<file path="config.mk">
export PLATFORM = sky130hd
export DESIGN_NAME = btn_step_pulse_flat
export DESIGN_NICKNAME = d
export VERILOG_FILES = /design/src/rtl/btn_step_pulse_if.sv /design/src/rtl/btn_step_pulse.sv /design/src/flat_wrapper.sv
export SDC_FILE = /design/constraint.sdc
export NUM_CORES = 1
export LEC_CHECK = 0
export BUFFER_PORTS_ARGS = -buffer_cell sky130_fd_sc_hd__buf_2
export CAP_MARGIN = 20
export CORE_AREA = 2 2 39 41
export DETAILED_ROUTE_END_ITERATION = 7
export DIE_AREA = 0 0 41 43
export GPL_ROUTABILITY_DRIVEN = 0
export MAX_ROUTING_LAYER = met4
export PLACE_DENSITY_LB_ADDON = 0.2
export SYNTH_ARGS = -nofsm -noshare
export SYNTH_HDL_FRONTEND = slang
export SYNTH_SLANG_ARGS = --single-unit
</file>
<file path="constraint.sdc">
create_clock -name clk -period 2.15 [get_ports clk]
set_clock_uncertainty 0.15 [all_clocks]
set_input_delay 0.1075 -clock clk [delete_from_list [all_inputs] [get_ports clk]]
set_output_delay 0.1075 -clock clk [all_outputs]
set_load 0.03 [all_outputs]
</file>
<file path="src/rtl/btn_step_pulse_if.sv">
// Button step-pulse interface: debounced button level in, step strobe,
// held flag and wrapping pulse count out.
interface btn_step_pulse_if #(
   parameter int CNT_W = 8
);
   logic             btn_db;
   logic             step_pulse;
   logic             held;
   logic [CNT_W-1:0] press_count;

   // Button source / display side
   modport master (
      output btn_db,
      input  step_pulse,
      input  held,
      input  press_count
   );

   // Step-pulse generator side
   modport slave (
      input  btn_db,
      output step_pulse,
      output held,
      output press_count
   );
endinterface

</file>
<file path="src/rtl/btn_step_pulse.sv">
// btn_step_pulse: turns the debounced push-button level into one-cycle step
// strobes and keeps a wrapping count of strobes for the board LEDs.
// Optional feature macro: BTN_AUTOREPEAT_EN (hold-then-repeat while pressed).
// Without it only IDLE/PRESSED are used and the timer is not built.
//
// state   | meaning
// IDLE    | button released, waiting for a rising edge
// PRESSED | first strobe issued; without auto-repeat, waits here for release
// HOLD    | held after first strobe, counting towards first repeat
// REPEAT  | auto-repeating every REPEAT_CYCLES while held
module btn_step_pulse #(
   parameter int HOLD_CYCLES   = 50_000_000,
   parameter int REPEAT_CYCLES = 10_000_000,
   parameter int CNT_W         = 8,
   parameter int TMR_W         = 32
) (
   input logic               clk,
   input logic               rst,
   btn_step_pulse_if.slave   bus
);

   typedef enum logic [1:0] {IDLE, PRESSED, HOLD, REPEAT} state_t;

   if (HOLD_CYCLES < 2 || REPEAT_CYCLES < 2 || TMR_W < 2) begin : g_bad_params
      $error("btn_step_pulse: HOLD_CYCLES/REPEAT_CYCLES must be >= 2, TMR_W >= 2");
   end

   logic [1:0]       sync_q;
   logic             b_prev;
   logic [2:0]       vld_q;
   logic             b_s;
   logic             rise;
   logic             fall;
   state_t           state_q, state_d;
   logic             pulse_q, pulse_d;
   logic [CNT_W-1:0] cnt_q;
`ifdef BTN_AUTOREPEAT_EN
   logic [TMR_W-1:0] tmr_q, tmr_d;
`endif

   // Synchroniser, edge-history register and post-reset fill tracker
   always_ff @(posedge clk or posedge rst) begin
      if (rst) begin
         sync_q <= 2'b00;
         b_prev <= 1'b0;
         vld_q  <= 3'b000;
      end else begin
         sync_q <= {sync_q[0], bus.btn_db};
         b_prev <= sync_q[1];
         vld_q  <= {vld_q[1:0], 1'b1};
      end
   end

   // A level already high when reset releases is not a press: b_prev only
   // counts once it holds a real sample of the button.
   assign b_s  = sync_q[1];
   assign rise = b_s & ~b_prev & vld_q[2];
   assign fall = ~b_s;

   // Next-state and strobe decode; release always wins over a timer expiry
   always_comb begin
      state_d = state_q;
      pulse_d = 1'b0;
`ifdef BTN_AUTOREPEAT_EN
      tmr_d   = tmr_q;
      case (state_q)
         IDLE: begin
            if (rise) begin
               state_d = PRESSED;
               pulse_d = 1'b1;
               tmr_d   = '0;
            end
         end
         PRESSED: begin
            // The PRESSED cycle counts towards the hold time, so the first
            // repeat lands HOLD_CYCLES after the first strobe.
            if (fall) begin
               state_d = IDLE;
               tmr_d   = '0;
            end else begin
               state_d = HOLD;
               tmr_d   = tmr_q + TMR_W'(1);
            end
         end
         HOLD: begin
            if (fall) begin
               state_d = IDLE;
               tmr_d   = '0;
            end else if (tmr_q == TMR_W'(HOLD_CYCLES - 1)) begin
               state_d = REPEAT;
               pulse_d = 1'b1;
               tmr_d   = '0;
            end else begin
               tmr_d   = tmr_q + TMR_W'(1);
            end
         end
         REPEAT: begin
            if (fall) begin
               state_d = IDLE;
               tmr_d   = '0;
            end else if (tmr_q == TMR_W'(REPEAT_CYCLES - 1)) begin
               pulse_d = 1'b1;
               tmr_d   = '0;
            end else begin
               tmr_d   = tmr_q + TMR_W'(1);
            end
         end
         default: begin
            state_d = IDLE;
            tmr_d   = '0;
         end
      endcase
`else
      case (state_q)
         IDLE: begin
            if (rise) begin
               state_d = PRESSED;
               pulse_d = 1'b1;
            end
         end
         PRESSED: begin
            if (fall) state_d = IDLE;
         end
         default: state_d = IDLE;
      endcase
`endif
   end

   // State, strobe and pulse-count registers
   always_ff @(posedge clk or posedge rst) begin
      if (rst) begin
         state_q <= IDLE;
         pulse_q <= 1'b0;
         cnt_q   <= '0;
`ifdef BTN_AUTOREPEAT_EN
         tmr_q   <= '0;
`endif
      end else begin
         state_q <= state_d;
         pulse_q <= pulse_d;
         if (pulse_d) cnt_q <= cnt_q + CNT_W'(1);
`ifdef BTN_AUTOREPEAT_EN
         tmr_q   <= tmr_d;
`endif
      end
   end

   assign bus.step_pulse  = pulse_q;
   assign bus.held        = (state_q != IDLE);
   assign bus.press_count = cnt_q;

endmodule

</file>
<file path="src/flat_wrapper.sv">
// flat-port wrapper written by rule: the top's interface ports become plain ports
module btn_step_pulse_flat 
#(
   parameter int HOLD_CYCLES   = 50_000_000,
   parameter int REPEAT_CYCLES = 10_000_000,
   parameter int CNT_W         = 8,
   parameter int TMR_W         = 32
)
  (clk, rst, bus_btn_db, bus_step_pulse, bus_held, bus_press_count);
  btn_step_pulse_if #(.CNT_W(CNT_W)) bus_i ();
  input logic clk;
  input logic rst;
  input wire logic [$bits(bus_i.btn_db)-1:0] bus_btn_db;
  output wire logic [$bits(bus_i.step_pulse)-1:0] bus_step_pulse;
  output wire logic [$bits(bus_i.held)-1:0] bus_held;
  output wire logic [$bits(bus_i.press_count)-1:0] bus_press_count;
  assign bus_i.btn_db = bus_btn_db;
  assign bus_step_pulse = bus_i.step_pulse;
  assign bus_held = bus_i.held;
  assign bus_press_count = bus_i.press_count;
  btn_step_pulse #(.HOLD_CYCLES(HOLD_CYCLES), .REPEAT_CYCLES(REPEAT_CYCLES), .CNT_W(CNT_W), .TMR_W(TMR_W)) u_core (.clk(clk), .rst(rst), .bus(bus_i));
endmodule
</file>
After elaboration in Yosys (flattened, before gate mapping) --
Index checks and enable logic that the tools add are counted.
Word-level totals: flip-flop bits (word level) 17, logic and storage cells 21
Operators by class: $add $sub $neg 1, equality and inequality tests 3, reduce and logical (&&, ||, !) cells 3, mux-type cells 5, bitwise gates (word level) 3
Operators with widths (count):
- adder 8 x 1 -> 8 bit (second input constant) | 1
- two-way mux 2 bit | 2
- case mux 2 bit (2 select lines) | 1
- bitwise AND 1 bit | 2
- equality test 2 x 1 -> 1 bit (second input constant) | 1
- zero test 2 bit | 1
- two-way mux 1 bit | 2
- != test 2 x 1 -> 1 bit (second input constant) | 1
- != test 2 bit (second input constant) | 1
- AND reduction 2 bit | 1
- nonzero test 2 bit | 1
- NOT 1 bit | 1

Logic depth before layout (Yosys ltp) --
Gate-level depths: netlist (run 1).
depth after elaboration 5, mapped depth 4

Worst setup path before layout (run 1) --
No wires, ideal clock.
kind reg2reg, from reg u_core.state_q[0], to reg u_core.cnt_q[1] (netlist: u_core.bus.press_count[1]), data required time 1.875 ns, slack 0.667 ns, stages on the path, launching flop included 4, data arrival time 1.208 ns, cell sequence dfrtp_1 and4bb_1 buf_6 mux2_4
On the way: cells in the longest elaborated chain, start to end 2
Ends and longest elaborated chain:
- from (decl) | RTL line btn_step_pulse.sv:34 | state_t state_q, state_d;
- from (signal assigned) | RTL line btn_step_pulse.sv:139 | state_q <= state_d;
- zero test 2 bit | RTL line btn_step_pulse.sv:114 | case (state_q)
- two-way mux 1 bit | RTL line btn_step_pulse.sv:114
- net u_core.pulse_d | RTL line btn_step_pulse.sv:35 | logic pulse_q, pulse_d;
- to (signal assigned) | RTL line btn_step_pulse.sv:141 | if (pulse_d) cnt_q <= cnt_q + CNT_W'(1);
- to (decl) | RTL line btn_step_pulse.sv:36 | logic [CNT_W-1:0] cnt_q;
The timed path passes the listed nets, and every way through them passes these cells. A chain may end at the register's enable or synchronous reset.

Worst setup path after layout (run 1) --
from reg u_core.state_q[0], to reg u_core.cnt_q[1] (netlist: u_core.bus.press_count[1])
On the way: cells in the longest elaborated chain, start to end 2
Ends and longest elaborated chain (RTL line):
- zero test 2 bit | btn_step_pulse.sv:114
- two-way mux 1 bit | btn_step_pulse.sv:114
No other way between the ends.

==> results of run 1 <==
[cell families (layout without fill, tap and decap cells)]
kind of cell               Yosys count  in the layout  synth area share, %
DFF                                 16             16                 64.4
and+or+nand+nor                     12             12                 15.9
xor gates and xnor gates             7              7                 11.1
buffers and inverters                2             19                 2.41
adders and majority gates            1              1                 2.01
other                                1              1                0.603
AOI/OAI and AO/OA                    1              1                 1.21
muxes                                1              1                 2.41
[per-stage QoR]
| step | util (%) | area (um2) |
|---|---|---|
| 2_1_floorplan | - | 622 |
| 3_3_place_gp | 49.9 | 691 |
| 3_5_place_dp | 49.9 | 691 |
| 4_1_cts | 54.0 | 747 |
| 5_1_grt | 54.0 | 747 |
| 6_report | 54.0 | 747 |
[sequential cells by signal, indices dropped and copies added, names as in the netlist]
signal	flops
u_core.vld_q	3
u_core.bus.step_pulse	1
u_core.bus.press_count	8
u_core.b_prev	1
u_core.sync_q	2
u_core.state_q	1
[worst max path at each step]
stage | startpoint | end | slack [ns]
finish | u_core.state_q[0] | u_core.bus.press_count[1] | 0.63
global route | u_core.state_q[0] | u_core.bus.press_count[5] | 0.56
CTS | u_core.state_q[0] | u_core.bus.press_count[1] | 0.62
detailed placement | u_core.b_prev | u_core.bus.press_count[1] | 0.63
global placement | u_core.state_q[0] | u_core.bus.press_count[1] | 0.67
floorplan | u_core.state_q[0] | u_core.bus.press_count[1] | 0.67
[layout make-up]
cell class	instances	area, um2
clock buffers	4	36.3
fillers	125	637
inverters	1	3.75
multi-input cells	23	206
flip-flops and latches	16	400
well taps	16	20.0
repair buffers	14	80.1
[per-layer routing]
metal / vias up / GRT usage, % / wire length [um]
li1: 166 / - / -
met1: 173 / 17.8 / 374
met2: 11 / 15.6 / 367
met3: 5 / 3.14 / 50
met4: 0 / 14.0 / 40
met5: - / - / 0
[synth_stat cells]
master,n
conb_1,1
xor2_1,1
nand2_1,2
buf_6,1
nand4_2,1
nand4_4,1
and2_2,1
o21a_1,1
ha_1,1
and2b_2,1
xnor2_2,1
mux2_4,1
inv_1,1
and4bb_1,1
and3_1,2
dfrtp_1,16
and2_1,1
xnor2_1,5
nand3_1,2
[critical path: cells and delay by family (launching register included)]
kind          cells  cell delay, ns
mux               1            0.33
simple gates      1            0.53
flops             1            0.40
[repair_timing]
action	CTS	global route
resized for setup	0	0
hold buffers	2	0
hold endpoints to repair	17	0
buffers inserted	0	0
[where the power goes]
group,switching [W],internal (W)
registers,0.0000561,0.000347
clock network,0.0000920,0.000103
logic,0.000139,0.0000829
==> flow_summary.yaml, run 1 <==
placed_design:
  io_buffers: 12
  dpl_worst_slack_ns: 0.633
  dpl.hpwl_um: 615
  dp.cells: 68
setup_path:
  end_kind: "register"
  ff2ff_setup_slack_ns: 0.63
  arrival_ns: 1.55
  timing.critical_path.required_ns: 2.18
  crit_chain: "and4bb_1 -> mux2_4"
  crit_fanout: 9
  worst_setup_path_start_kind: "register"
  critical_path_class: "reg -> reg"
  worstReg2RegStart: "u_core.state_q[0]"
  reg2reg_depth: 2
  crit_slowest_cell: "and4bb_1"
  worstReg2RegEnd: "u_core.bus.press_count[1]"
  max_stage_delay_ns: 0.53
clock_tree:
  path_clk_slew_ns: 0.09
  cts_tree: "yes"
  cts_num_sinks: 16
  root_buffer: "clkbuf_4"
  clk_latency_ns: 0.29
  htreeDepth: 1
  numCtsBuffers: 3
  cts_buffer_depth: 2
layout:
  n_antenna_cell: 0
  drive_gt1_share_pct: 37.9
  final_cell_mix: "16 x dfrtp_1, 12 x buf_2, 5 x xnor2_1"
  syn_to_final_growth_pct: 20.1
  layoutNonFillerInstCount: 74
  final_common_cell: "dfrtp_1"
  final_nets: 63
timing:
  rsz0062_at_grt: "false"
  fin_ws_ns: 0.630
  finalSetupTns_ns: 0
  fmax_ghz: 0.658
  fin_crit_ns: 1.52
  drv_slew: 0
  holdWs_ns: 0.204
  slew_headroom_pct: 62.4
  setup_viol: 0
  hold_viol_final: 0
  finalCritPeriodShare_pct: 70.7
  worst_slew_pin_slew_ns: 0.564
synth:
  yosysSeqAreaShare_pct: 64.4
  syn_nets: 45
  avgSynthCellArea_um2: 15.2
  synth_area_leader_cell: "dfrtp_1"
  synth_warnings: 0
  synth_area_leaders: "dfrtp_1 64%, xnor2_1 7.0%, nand4_4 3.4%, xnor2_2 2.6%, mux2_4 2.4%"
  synth_cell_types: 19
  synth.ff_latch_count: 16
  syn_area_um2: 622
  synthCells: 41
  synth_top_area_share_pct: 64.4
drt:
  ant_nets: 0
  drtIter0Drc: 3
  wl_per_cell_um: 11.3
  vias_per_cell: 4.80
  remaining_drc_errors: 0
  wl_um: 834
  num_vias: 355
  drt_pass1_iterations: 2
global_route:
  antenna_found_initial: 0
  grt_pass1_wl_um: 1440
  grt_pass1_vias: 324
  grt_max_degree: 17
  grt_overflow_total: 0
  track_usage_pct: 13.5
die:
  io_pins: 13
  core_um2: 1380
  dieHeight_um: 43
  fp.dieArea_um2: 1760
  rows: 14
  start_util_pct: 44.9
  die_w_um: 41
outcome:
  status: "complete, no violations"
worst_hold_path:
  hp-start: "u_core.sync_q[0]"
  hold-path-cell-count: 0
  holdPathEnd: "u_core.sync_q[1]"
  hold_path_class: "reg -> reg"
pwr:
  leakage_nw: 0.392
  total_power_w: 0.000821
  ir_drop_v: 0.000567
  power_density_nw_per_um2: 1100
run:
  cap_violations: 0
Power figures use the tool's default switching activity.
==> run 2: changes to the inputs <==
Clock period 2.15 ns to 1.4 ns, I/O delays scaled along.
==> flow_summary.yaml, run 2 (synthesis results as in run 1) <==
timing:
  finalSetupTns_ns: 0
  fmax_ghz: 0.726
  rsz0062_at_grt: "true"
  fin_crit_ns: 1.38
  worst_slew_pin_slew_ns: 0.582
  drv_slew: 0
  finalCritPeriodShare_pct: 98.4
  hold_viol_final: 0
  slew_headroom_pct: 61.2
  setup_viol: 0
clock_tree:
  cts_tree: "yes"
  htreeDepth: 1
  cts_num_sinks: 16
  path_clk_slew_ns: 0.09
  numCtsBuffers: 3
  root_buffer: "clkbuf_4"
  clk_latency_ns: 0.28
  cts_buffer_depth: 2
placed_design:
  dpl.hpwl_um: 594
  placed_area_um2: 701
  io_buffers: 12
  dp.cells: 69
pwr:
  combPwrFrac_pct: 28.7
  power_frac_seq_pct: 51.0
  p_sw_w: 0.000438
  internal_power_w: 0.000779
  clockPowerShare_pct: 20.3
  ir_drop_v: 0.00117
  power_density_nw_per_um2: 1600
  leakage_nw: 0.395
  swShare_pct: 36.0
setup_path:
  worst_setup_path_start_kind: "register"
  end_kind: "register"
  critical_path_class: "reg -> reg"
  arrival_ns: 1.40
  crit_fanout: 9
  timing.critical_path.required_ns: 1.42
  reg2reg_depth: 3
layout:
  largest_register_ffs: 8
  final_cell_area_um2: 758
  syn_to_final_growth_pct: 21.9
  layoutNonFillerInstCount: 76
  final_cell_mix: "14 x dfrtp_1, 12 x buf_2, 5 x xnor2_1"
  drive_gt1_share_pct: 41.7
  final_nets: 65
  n_antenna_cell: 0
  multiInputGateArea_um2: 206
  fill_cells: 124
  final_common_cell: "dfrtp_1"
  seqCellArea_um2: 403
die:
  rows: 14
  start_util_pct: 44.9
  core_um2: 1380
  io_pins: 13
  dieHeight_um: 43
  fp.dieArea_um2: 1760
  die_w_um: 41
global_route:
  track_usage_pct: 13.0
  grt_pass1_wl_um: 1440
  grt_pass1_vias: 313
  grt_overflow_total: 0
  grt_max_degree: 17
  antenna_found_initial: 0
drt:
  wl_um: 849
  wl_per_cell_um: 11.2
  drt_pass1_iterations: 4
  num_vias: 347
  ant_nets: 0
  drtIter0Drc: 2
  remaining_drc_errors: 0
  vias_per_cell: 4.57
outcome:
  status: "complete, no violations"
worst_hold_path:
  hold_path_class: "reg -> reg"
  hold-path-cell-count: 0
run:
  cap_violations: 0
-- run 2: area by class of cell --
cell class / instances / area share [%]
Timing Repair Buffer: 16 / 13.0
Inverter: 1 / 0.495
Tap cell: 16 / 2.64
Multi-Input combinational cell: 23 / 27.2
Clock buffer: 4 / 3.47
Sequential cell: 16 / 53.1
-- run 2: power groups by stage --
| stage | Sequential (W) | Clock (W) | Combinational [W] |
|---|---|---|---|
| final | 0.000620 | 0.000247 | 0.000350 |
| after CTS | 0.000623 | 0.000260 | 0.000351 |
| after detailed placement | 0.000629 | 0 | 0.000344 |
| after global placement | 0.000630 | 0 | 0.000339 |
| after floorplan | 0.000749 | 0 | 0.000127 |
| after global routing | 0.000634 | 0.000284 | 0.000383 |
-- run 2: repair_timing --
| item | in CTS | in global routing |
|---|---|---|
| endpoints found under the setup margin | 1 | 2 |
| hold buffers | 2 | 0 |
| endpoints found under the hold margin | 17 | 0 |
| setup buffers | 0 | 1 |
| gates resized for setup | 1 | 0 |
-- run 2: worst paths after layout --
| path | slack [ns] | from | to |
|---|---|---|---|
| max | 0.02 | u_core.state_q[0] | u_core.bus.press_count[1] |
| min | 0.21 | u_core.vld_q[0] | u_core.vld_q[1] |
| max reg2reg | 0.02 | u_core.state_q[0] | u_core.bus.press_count[1] |
| min reg2reg | 0.21 | u_core.vld_q[0] | u_core.vld_q[1] |
| max in group asynchronous | 0.44 | rst | u_core.bus.press_count[0] |
| min in group asynchronous | 0.24 | rst | u_core.sync_q[0] |
-- run 2: layer usage --
layer / routed length (um) / up-vias / part of all wire (%) / global-route usage [%]
met1: 439 / 161 / 52 / 20.2
met3: 60 / 2 / 7.1 / 4.71
met4: 13 / 0 / 1.5 / 8.00
met5: 0 / - / 0 / -
li1: - / 173 / - / -
met2: 335 / 11 / 39 / 14.1
-- run 2: critical path, stage by stage (launching register included) --
cell	delay, ns
dfrtp_2	0.41
and4bb_1	0.26
buf_6	0.15
mux2_4	0.30
-- run 2: stage by stage --
stage / worst slack, ns / utilization, % / hold WS (ns) / total power [W]
6_report: 0.0222 / 54.8 / 0.207 / 0.00122
5_1_grt: -0.0221 / 54.8 / 0.214 / 0.00130
4_1_cts: 0.0172 / 54.2 / 0.209 / 0.00123
3_5_place_dp: 0.00747 / 50.6 / 0.0108 / 0.000973
3_3_place_gp: 0.0314 / 50.6 / 0.00849 / 0.000968
2_1_floorplan: -0.0423 / - / -0.166 / 0.000876
